## src/rtl/uart_tx_periph_pkg.sv

```systemverilog
// rtl/uart_tx_periph_pkg.sv - register map, STATUS bit layout and transmitter states
package uart_tx_periph_pkg;

  localparam logic [1:0] REG_DATA   = 2'd0;
  localparam logic [1:0] REG_STATUS = 2'd1;
  localparam logic [1:0] REG_DIV    = 2'd2;

  localparam int ST_BUSY    = 0;
  localparam int ST_FULL    = 1;
  localparam int ST_EMPTY   = 2;
  localparam int ST_OVF     = 3;
  localparam int ST_CNT_LSB = 4;

  typedef enum logic [1:0] {
    TX_IDLE  = 2'd0,
    TX_START = 2'd1,
    TX_DATA  = 2'd2,
    TX_STOP  = 2'd3
  } tx_state_e;

  // A programmed divisor of zero behaves as one cycle per bit.
  function automatic logic [15:0] eff_div(input logic [15:0] d);
    return (d == 16'd0) ? 16'd1 : d;
  endfunction

endpackage

```

## src/rtl/uart_tx_fifo.sv

```systemverilog
// rtl/uart_tx_fifo.sv - byte FIFO feeding the transmitter; push is refused when full even if popping
module uart_tx_fifo #(
  parameter int DEPTH = 8
) (
  input  logic       clk,
  input  logic       reset_n,
  input  logic       push,
  input  logic [7:0] push_data,
  input  logic       pop,
  output logic [7:0] head,
  output logic       full,
  output logic       empty,
  output logic [4:0] count
);

  localparam int AW = (DEPTH > 1) ? $clog2(DEPTH) : 1;

  logic [7:0]    mem [DEPTH];
  logic [AW-1:0] wr_ptr;
  logic [AW-1:0] rd_ptr;
  logic [4:0]    cnt;
  logic          do_push;
  logic          do_pop;

  assign full    = (cnt == 5'(DEPTH));
  assign empty   = (cnt == 5'd0);
  assign do_push = push && !full;
  assign do_pop  = pop && !empty;
  assign count   = cnt;
  assign head    = mem[rd_ptr];

  // Pointers are exactly log2(DEPTH) bits wide, so they wrap on their own.
  always_ff @(posedge clk or negedge reset_n) begin
    if (!reset_n) begin
      wr_ptr <= '0;
      rd_ptr <= '0;
      cnt    <= '0;
    end else begin
      if (do_push) wr_ptr <= wr_ptr + AW'(1);
      if (do_pop)  rd_ptr <= rd_ptr + AW'(1);
      case ({do_push, do_pop})
        2'b10:   cnt <= cnt + 5'd1;
        2'b01:   cnt <= cnt - 5'd1;
        default: cnt <= cnt;
      endcase
    end
  end

  always_ff @(posedge clk) begin
    if (do_push) mem[wr_ptr] <= push_data;
  end

endmodule

```

## src/rtl/uart_tx_periph.sv

```systemverilog
// rtl/uart_tx_periph.sv - memory-mapped UART transmitter: register decode, TX FIFO and 8N1 serializer
module uart_tx_periph
  import uart_tx_periph_pkg::*;
#(
  parameter logic [31:0] BASE_ADDR  = 32'h1000_0000,
  parameter int          FIFO_DEPTH = 8,
  parameter logic [15:0] DIV_RESET  = 16'd868
) (
  input  logic        clk,
  input  logic        reset_n,
  input  logic [31:0] mem_addr_i,
  input  logic [31:0] mem_wr_data_i,
  input  logic        mem_wr_sig_i,
  output logic [31:0] mem_rd_data_o,
  output logic        tx_o
);

  logic       hit;
  logic [1:0] offset;
  logic       wr_data_reg;
  logic       wr_status;
  logic       wr_div;
  logic       unused_bits;

  assign hit         = (mem_addr_i[31:4] == BASE_ADDR[31:4]);
  assign offset      = mem_addr_i[3:2];
  assign wr_data_reg = mem_wr_sig_i && hit && (offset == REG_DATA);
  assign wr_status   = mem_wr_sig_i && hit && (offset == REG_STATUS);
  assign wr_div      = mem_wr_sig_i && hit && (offset == REG_DIV);
  assign unused_bits = ^{mem_addr_i[1:0], mem_wr_data_i[31:16]};

  logic       fifo_pop;
  logic [7:0] fifo_head;
  logic       fifo_full;
  logic       fifo_empty;
  logic [4:0] fifo_count;

  uart_tx_fifo #(.DEPTH(FIFO_DEPTH)) u_fifo (
    .clk       (clk),
    .reset_n   (reset_n),
    .push      (wr_data_reg),
    .push_data (mem_wr_data_i[7:0]),
    .pop       (fifo_pop),
    .head      (fifo_head),
    .full      (fifo_full),
    .empty     (fifo_empty),
    .count     (fifo_count)
  );

  logic [15:0] div_q;
  logic        ovf_q;

  // A dropped push in the same cycle as a clear request leaves overflow set.
  always_ff @(posedge clk or negedge reset_n) begin
    if (!reset_n) begin
      div_q <= DIV_RESET;
      ovf_q <= 1'b0;
    end else begin
      if (wr_div) div_q <= mem_wr_data_i[15:0];
      if (wr_data_reg && fifo_full)                ovf_q <= 1'b1;
      else if (wr_status && mem_wr_data_i[ST_OVF]) ovf_q <= 1'b0;
    end
  end

  tx_state_e   state_q, state_d;
  logic [7:0]  shift_q, shift_d;
  logic [2:0]  bit_q, bit_d;
  logic [15:0] baud_q, baud_d;
  logic [15:0] bdiv_q, bdiv_d;
  logic        tx_q, tx_d;
  logic        bit_end;

  assign bit_end = (baud_q == bdiv_q - 16'd1);

  always_ff @(posedge clk or negedge reset_n) begin
    if (!reset_n) begin
      state_q <= TX_IDLE;
      shift_q <= '0;
      bit_q   <= '0;
      baud_q  <= '0;
      bdiv_q  <= eff_div(DIV_RESET);
      tx_q    <= 1'b1;
    end else begin
      state_q <= state_d;
      shift_q <= shift_d;
      bit_q   <= bit_d;
      baud_q  <= baud_d;
      bdiv_q  <= bdiv_d;
      tx_q    <= tx_d;
    end
  end

  // The line is registered, so it trails the state by one cycle; every level still lasts bdiv cycles.
  always_comb begin
    state_d  = state_q;
    shift_d  = shift_q;
    bit_d    = bit_q;
    baud_d   = baud_q;
    bdiv_d   = bdiv_q;
    fifo_pop = 1'b0;
    tx_d     = 1'b1;
    if (state_q != TX_IDLE) baud_d = bit_end ? 16'd0 : baud_q + 16'd1;
    case (state_q)
      TX_IDLE: begin
        if (!fifo_empty) begin
          fifo_pop = 1'b1;
          shift_d  = fifo_head;
          bdiv_d   = eff_div(div_q);
          baud_d   = 16'd0;
          bit_d    = 3'd0;
          state_d  = TX_START;
        end
      end
      TX_START: begin
        tx_d = 1'b0;
        if (bit_end) state_d = TX_DATA;
      end
      TX_DATA: begin
        tx_d = shift_q[0];
        if (bit_end) begin
          shift_d = {1'b0, shift_q[7:1]};
          if (bit_q == 3'd7) state_d = TX_STOP;
          else               bit_d   = bit_q + 3'd1;
        end
      end
      TX_STOP: begin
        if (bit_end) state_d = TX_IDLE;
      end
      default: state_d = TX_IDLE;
    endcase
  end

  assign tx_o = tx_q;

  always_comb begin
    mem_rd_data_o = '0;
    if (hit) begin
      case (offset)
        REG_STATUS: begin
          mem_rd_data_o[ST_BUSY]            = (state_q != TX_IDLE);
          mem_rd_data_o[ST_FULL]            = fifo_full;
          mem_rd_data_o[ST_EMPTY]           = fifo_empty;
          mem_rd_data_o[ST_OVF]             = ovf_q;
          mem_rd_data_o[ST_CNT_LSB +: 5]    = fifo_count;
        end
        REG_DIV: mem_rd_data_o[15:0] = div_q;
        default: mem_rd_data_o = '0;
      endcase
    end
  end

endmodule

```

## config.mk

```make
export PLATFORM = sky130hd
export DESIGN_NAME = uart_tx_periph
export DESIGN_NICKNAME = d
export VERILOG_FILES = /design/src/rtl/uart_tx_periph_pkg.sv /design/src/rtl/uart_tx_fifo.sv /design/src/rtl/uart_tx_periph.sv
export SDC_FILE = /design/constraint.sdc
export NUM_CORES = 1
export LEC_CHECK = 0
export CAP_MARGIN = 25
export CORE_UTILIZATION = 40
export CTS_BUF_LIST = sky130_fd_sc_hd__clkbuf_8 sky130_fd_sc_hd__clkbuf_16
export DETAILED_ROUTE_END_ITERATION = 8
export PLACE_DENSITY = 0.64
export SYNTH_ARGS = -nofsm -noshare
export SYNTH_HDL_FRONTEND = slang
export SYNTH_SLANG_ARGS = --single-unit
```

## constraint.sdc

```tcl
create_clock -name clk -period 3.35 [get_ports clk]
set_clock_uncertainty 0.2 [all_clocks]
set_input_delay 0.67 -clock clk [delete_from_list [all_inputs] [get_ports clk]]
set_output_delay 0.67 -clock clk [all_outputs]
set_load 0.1 [all_outputs]
```

==> results.sh, run 1 <==
export IMPL_status="complete, no violations"
export IMPL_fp_dieArea_um2=18040
export IMPL_vias=4827
export IMPL_crit_arrival_ns=2.40
export IMPL_cp_common_cell="nor2_2"
export IMPL_slew_violations=0
export IMPL_total_power_mw=3.957
export IMPL_clock_path_buffers=2
export IMPL_overflow=0
export IMPL_p_leak_nw=3.630
export IMPL_syn_cell_area_um2=7003
export IMPL_coreArea_um2=17180
export IMPL_worstMarginPinSlew_ns=0.7896
export IMPL_period_needed_ns=3.270
export IMPL_drt_iter0_drc=239
export IMPL_multi_input_area_um2=3054
export IMPL_clkTransAtPathRegs_ns=0.06
export IMPL_setup_viol=0
export IMPL_num_rows=48
export IMPL_grt_pass1_wl_um=25070
export IMPL_wl_met1_um=6777
export IMPL_cts_htree_levels=4
export IMPL_vdd_ir_drop_max_mv=0.4464
export IMPL_globalplace_congestion=0.9114
export IMPL_post_drt_wl_per_cell_um=16.67
export IMPL_num_io_pins=100
export IMPL_syn_avg_cell_area_um2=11.71
export IMPL_crit_type="in -> out"
export IMPL_cts_root_buf="clkbuf_16"
export IMPL_netlist_instances=598
export IMPL_max_slew_margin_rel=0.4736
export IMPL_diodes=0
export IMPL_start_util=0.4077
export IMPL_fin_util=0.5172
export IMPL_p_per_area_nw_per_um2=445.4
export IMPL_numCtsBuffers=17
export IMPL_synth_seq_cells=138
export IMPL_met2_length_um=7928
export IMPL_wl_met3_um=414
export IMPL_endpoint_kind="output pin"
export IMPL_yosysWarnings=0
export IMPL_timing_setup_tns_ns=0
export IMPL_regArea_um2=3789
export IMPL_track_usage=0.1800
export IMPL_drv_cap=0
export IMPL_yosysSeqAreaShare=0.5408
export IMPL_ys_flop_type="edfxtp_1"
export IMPL_cts_tree="done"
export IMPL_clk_latency_ns=0.42
export IMPL_area_growth_pct=26.85
export IMPL_rsz0062_at_grt="true"
export IMPL_worst_path_max_fanout=9
export IMPL_cp_cell_sequence="clkdlybuf4s50_1 > nor4_2 > nand4_1 > nor2_2 > buf_4 > nand2_4 > nor2_2 > buf_12"
export IMPL_min_delay_start="div_q[9]"
export IMPL_start_kind="primary input"
export IMPL_fmaxAchievable_mhz=305.8
export IMPL_vias_per_cell=5.224
export IMPL_finalCritPeriodShare=0.9762
export IMPL_portBuffers=65
export IMPL_netlist_top_cell_by_area="edfxtp_1"
export IMPL_synth_top_area_share=0.2744
export IMPL_grt_max_degree=75
export IMPL_hold_class="reg -> reg"
export IMPL_die_y_um=134.3
export IMPL_stdcell_count=924
export IMPL_async_flop_share=0.5362
export IMPL_dr_max_layer_used="met4"
export IMPL_synthTopCellsByArea="edfxtp_1 27%, dfrtp_1 23%, mux4_2 5.1%"
export IMPL_dr_pass1_iters=5
export IMPL_critPathLaunch="mem_addr_i[29]"
export IMPL_grt_pass1_vias=4977
export IMPL_hpwl_um=10910
export IMPL_final_nets=771
export IMPL_hold_violations=0
export IMPL_place_inst=890
export IMPL_postRouteAntennaNets=0
export IMPL_cts_sinks=138
export IMPL_cpMaxStageDelayCell="clkdlybuf4s50_1"
export IMPL_cts_setup_buffers=0
export IMPL_antenna_found_initial=0
export IMPL_synth_edff_count=64
export IMPL_crit_required_ns=2.48
export IMPL_synth_cell_type_count=63
export IMPL_drc=0
export IMPL_routed_wl_um=15400
export IMPL_rr_startpoint="bdiv_q[0]"
export IMPL_nFillCells=1515
export IMPL_fp_dieW_um=134.3
export IMPL_layout_drive_gt1_share=0.2418
export IMPL_slowest_delay_ns=0.43
-- final cells by class --
type | instances | area share
sequential | 138 | 0.4265
multi-input combinational | 411 | 0.3438
timing repair buffer | 99 | 0.1220
clock buffer | 17 | 0.04789
tap | 225 | 0.03169
clock inverter | 15 | 0.02014
inverter | 19 | 0.008028
-- through the flow --
step                      hold WS, ns  worst slack, ns  instance area, µm²
after detailed placement       0.2734          -0.3575                8145
after global routing           0.2927         -0.03684                8884
final                          0.2819          0.07975                8884
after global placement         0.2642          -0.2515                8145
after CTS                      0.2336         -0.04491                8767
after floorplan                0.1744          -0.2882                7063
-- cell families after synthesis --
kind of cell	after synthesis	share of synthesized area
buf+inv	64	0.04502
mux	56	0.1135
other cells	1	0.0005355
flops	138	0.5408
simple gates	225	0.1610
fa+ha+maj	18	0.03323
xor+xnor	41	0.05128
compound gates	55	0.05467
-- synth_stat cells, drive strengths merged (8+ instances only) --
master,n
a22oi,8
and3,14
buf,24
clkbuf,21
dfrtp,63
dfstp,11
edfxtp,64
ha,17
inv,19
mux2,27
mux2i,13
mux4,16
nand2,79
nand3,14
nor2,49
nor3,8
nor4,19
o21ai,21
xnor2,21
xor2,20
-- layout by cell type (no fill, tap or decap), types with 3 or more instances in the layout --
cell type	netlist	routed
nand3_1	13	13
mux2_2	26	26
nand2_1	79	78
mux2i_1	13	13
dfstp_2	11	11
xnor2_1	21	21
nor2_1	49	39
nand2b_1	6	6
a21oi_1	6	5
nor3_1	8	8
or4_1	5	4
nand4_1	7	7
a22oi_1	8	8
clkbuf_16	0	17
conb_1	1	16
nor2b_1	4	4
nor4_2	2	3
nor2_2	0	8
xor2_1	20	20
mux4_2	16	16
dfrtp_1	63	62
inv_8	0	5
buf_4	17	34
edfxtp_1	64	64
ha_1	17	16
clkdlybuf4s50_1	0	47
nor4_1	17	14
and3_1	14	14
inv_6	0	3
o21ai_0	19	19
inv_1	19	19
buf_12	0	16
-- critical path, delay by kind of cell --
family                 cells  cell delay [ns]
buffers and inverters      3             0.80
AND/OR/NAND/NOR            5             0.91
-- routing by layer --
layer,vias up,GRT usage
met5,-,0
met2,98,0.3017
met1,2416,0.2264
li1,2290,-
met3,23,0.04082
met4,0,0.06929
-- worst paths after layout --
path,end,slack (ns),cells past startpoint
hold reg to reg,bdiv_q[9],0.28,2
setup reg to reg,bit_q[0],0.16,11
hold / removal,bdiv_q[9],0.28,2
setup / recovery,mem_rd_data_o[7],0.08,8
max in group asynchronous,tx_o,1.91,3
min in group asynchronous,baud_q[12],0.43,2
-- power by group --
part           internal [mW]  total, mW  switching (mW)
combinational         0.0845      0.224           0.140
clock                   1.13       1.91           0.779
sequential              1.81       1.83          0.0170
-- timing repair --
action                     4_1_cts  5_1_grt
gates cloned                     0        0
pin swaps                        0        4
setup endpoints to repair        9       21
resized for setup                7       17
hold endpoints to repair         0       10
hold buffers                     0        1
-- state kept, by name (all words and copies together), names as in the netlist --
name,flops
u_fifo.wr_ptr,3
shift_q,8
div_q,16
baud_q,16
u_fifo.count,5
ovf_q,1
bdiv_q,16
u_fifo.mem,64
u_fifo.rd_ptr,3
state_q,2
tx_o,1
bit_q,3
Note: power is estimated with default switching activity, not from simulation.
==> run 2: changes to the inputs <==
--- a/config.mk
+++ b/config.mk
@@ -8,6 +8,7 @@
 export CAP_MARGIN = 25
 export CORE_UTILIZATION = 40
 export CTS_BUF_LIST = sky130_fd_sc_hd__clkbuf_8 sky130_fd_sc_hd__clkbuf_16
+export CTS_CLUSTER_SIZE = 24
 export DETAILED_ROUTE_END_ITERATION = 8
 export PLACE_DENSITY = 0.64
 export SYNTH_ARGS = -nofsm -noshare
==> results of run 2 <==
Final layout, timing and power as in run 1 (identical DEF).
==> run 3: changes to the inputs <==
--- a/config.mk
+++ b/config.mk
@@ -6,11 +6,11 @@
 export NUM_CORES = 1
 export LEC_CHECK = 0
 export CAP_MARGIN = 25
-export CORE_UTILIZATION = 40
+export CORE_UTILIZATION = 36
 export CTS_BUF_LIST = sky130_fd_sc_hd__clkbuf_8 sky130_fd_sc_hd__clkbuf_16
 export CTS_CLUSTER_SIZE = 24
 export DETAILED_ROUTE_END_ITERATION = 8
-export PLACE_DENSITY = 0.64
+export PLACE_DENSITY = 0.59
 export SYNTH_ARGS = -nofsm -noshare
 export SYNTH_HDL_FRONTEND = slang
 export SYNTH_SLANG_ARGS = --single-unit
==> results.sh, run 3 (same netlist as run 1, synthesis figures left out) <==
export IMPL_cts_sinks=138
export IMPL_fmaxAchievable_mhz=305.8
export IMPL_status="complete, no violations"
export IMPL_layout_drive_gt1_share=0.2375
export IMPL_crit_arrival_ns=2.40
export IMPL_setup_viol=0
export IMPL_num_rows=50
export IMPL_cp_cell_sequence="clkdlybuf4s50_1 > nor4_2 > nand4_1 > nor2_2 > buf_6 > buf_4 > and3_1 > buf_12"
export IMPL_worstMarginPinSlew_ns=0.8338
export IMPL_final_cell_mix="78 x nand2_1, 64 x edfxtp_1, 63 x dfrtp_1, 47 x clkdlybuf4s50_1, 42 x nor2_1"
export IMPL_timing_setup_tns_ns=0
export IMPL_start_util=0.3707
export IMPL_die_y_um=141.5
export IMPL_vias_per_cell=5.029
export IMPL_place_worst_setup_slack_ns=-0.3934
export IMPL_crit_required_ns=2.48
export IMPL_regArea_um2=3787
export IMPL_p_leak_nw=3.655
export IMPL_antenna_found_initial=0
export IMPL_num_io_pins=100
export IMPL_grt_pass1_vias=4803
export IMPL_rsz0062_at_grt="false"
export IMPL_multi_input_area_um2=3064
export IMPL_p_per_area_nw_per_um2=442.5
export IMPL_drt_iter0_drc=258
export IMPL_final_common_cell="nand2_1"
export IMPL_start_kind="primary input"
export IMPL_endpoint_kind="output pin"
export IMPL_drv_cap=0
export IMPL_overflow=0
export IMPL_fp_dieArea_um2=20010
export IMPL_drc=0
export IMPL_diodes=0
export IMPL_stdcell_count=959
export IMPL_crit_type="in -> out"
export IMPL_place_inst=924
export IMPL_numCtsBuffers=17
export IMPL_vdd_ir_drop_max_mv=0.3736
export IMPL_max_slew_margin_rel=0.4441
export IMPL_postRouteAntennaNets=0
export IMPL_period_needed_ns=3.270
export IMPL_portBuffers=65
export IMPL_routed_wl_um=15790
export IMPL_post_drt_wl_per_cell_um=16.47
export IMPL_hpwl_um=11180
export IMPL_total_power_mw=3.961
export IMPL_slowest_delay_ns=0.42
export IMPL_globalplace_congestion=0.9406
export IMPL_finalCritPeriodShare=0.9762
export IMPL_regMostFlops="u_fifo.mem"
export IMPL_dr_pass1_iters=5
export IMPL_largest_reg_flops=64
export IMPL_area_growth_pct=27.82
export IMPL_clock_path_buffers=2
export IMPL_track_usage=0.1682
export IMPL_cts_tree="done"
export IMPL_cpMaxStageDelayCell="clkdlybuf4s50_1"
export IMPL_cts_htree_levels=4
export IMPL_clkTransAtPathRegs_ns=0.06
export IMPL_final_nets=771
export IMPL_hold_violations=0
export IMPL_fp_dieW_um=141.5
export IMPL_nFillCells=1735
export IMPL_grt_pass1_wl_um=25650
export IMPL_hold_class="reg -> reg"
export IMPL_worst_path_buf_inv=4
export IMPL_cts_root_buf="clkbuf_16"
export IMPL_grt_max_degree=75
export IMPL_vias=4823
export IMPL_fin_util=0.4738
export IMPL_slew_violations=0
export IMPL_coreArea_um2=18890
export IMPL_worst_path_max_fanout=7
export IMPL_crit_family="buffers and inverters"
export IMPL_setup_slack_ns=0.07984
export IMPL_clk_latency_ns=0.42
## run 3: cell types whose count changed in the layout (fill, tap and decap cells not counted), sizes merged
cell / before / now
bufinv: 2 / 3
inv: 27 / 24
clkinv: 3 / 5
## run 3: what timing repair did
| action | CTS | global route |
|---|---|---|
| buffers inserted | 0 | 1 |
| resized for setup | 9 | 14 |
| hold buffers | 0 | 1 |
| endpoints found under the hold margin | 0 | 13 |
| setup endpoints to repair | 10 | 16 |
| pin swaps | 0 | 6 |
## run 3: final cells by class
type                            instances  area share
Sequential cell                       138      0.4231
Multi-Input combinational cell        411      0.3423
Timing Repair Buffer                   99      0.1229
Clock buffer                           17     0.04753
Tap cell                              260     0.03634
Clock inverter                         15     0.01985
Inverter                               19    0.007968
## run 3: worst paths after layout
check                                from                end  slack [ns]  depth (start not counted)
setup / recovery           mem_addr_i[26]  mem_rd_data_o[10]        0.08                          8
hold / removal                   div_q[9]          bdiv_q[9]        0.27                          2
setup reg to reg                bdiv_q[3]           bit_q[0]        0.15                          8
hold reg to reg                  div_q[9]          bdiv_q[9]        0.27                          2
max in group asynchronous         reset_n           div_q[5]        1.87                          3
min in group asynchronous         reset_n          baud_q[0]        0.45                          2
## run 3: through the flow
| step | cell area [µm²] | hold slack, ns |
|---|---|---|
| after detailed placement | 8194 | 0.2621 |
| final | 8951 | 0.2718 |
| after CTS | 8840 | 0.2398 |
| after global placement | 8194 | 0.2627 |
| after floorplan | 7063 | 0.1744 |
| after global routing | 8951 | 0.2801 |
## run 3: worst min-delay path: cells and delay by family (launching register included)
| family | cells | cell delay, ns |
|---|---|---|
| DFF | 1 | 0.38 |
| and+or+nand+nor | 2 | 0.09 |
## run 3: routing by layer
| layer | GRT usage | part of all wire | wire length [µm] |
|---|---|---|---|
| met1 | 0.2258 | 0.45 | 7097 |
| met2 | 0.2652 | 0.50 | 7846 |
| met3 | 0.03510 | 0.033 | 526 |
| met4 | 0.07074 | 0.020 | 322 |
| met5 | 0 | 0 | 0 |
## run 3: power breakdown
part           switching (mW)  internal, mW  leakage [nW]
clock                   0.735          1.17         0.298
sequential             0.0168          1.81          1.57
combinational           0.142        0.0856          1.79
total                   0.894          3.07          3.66
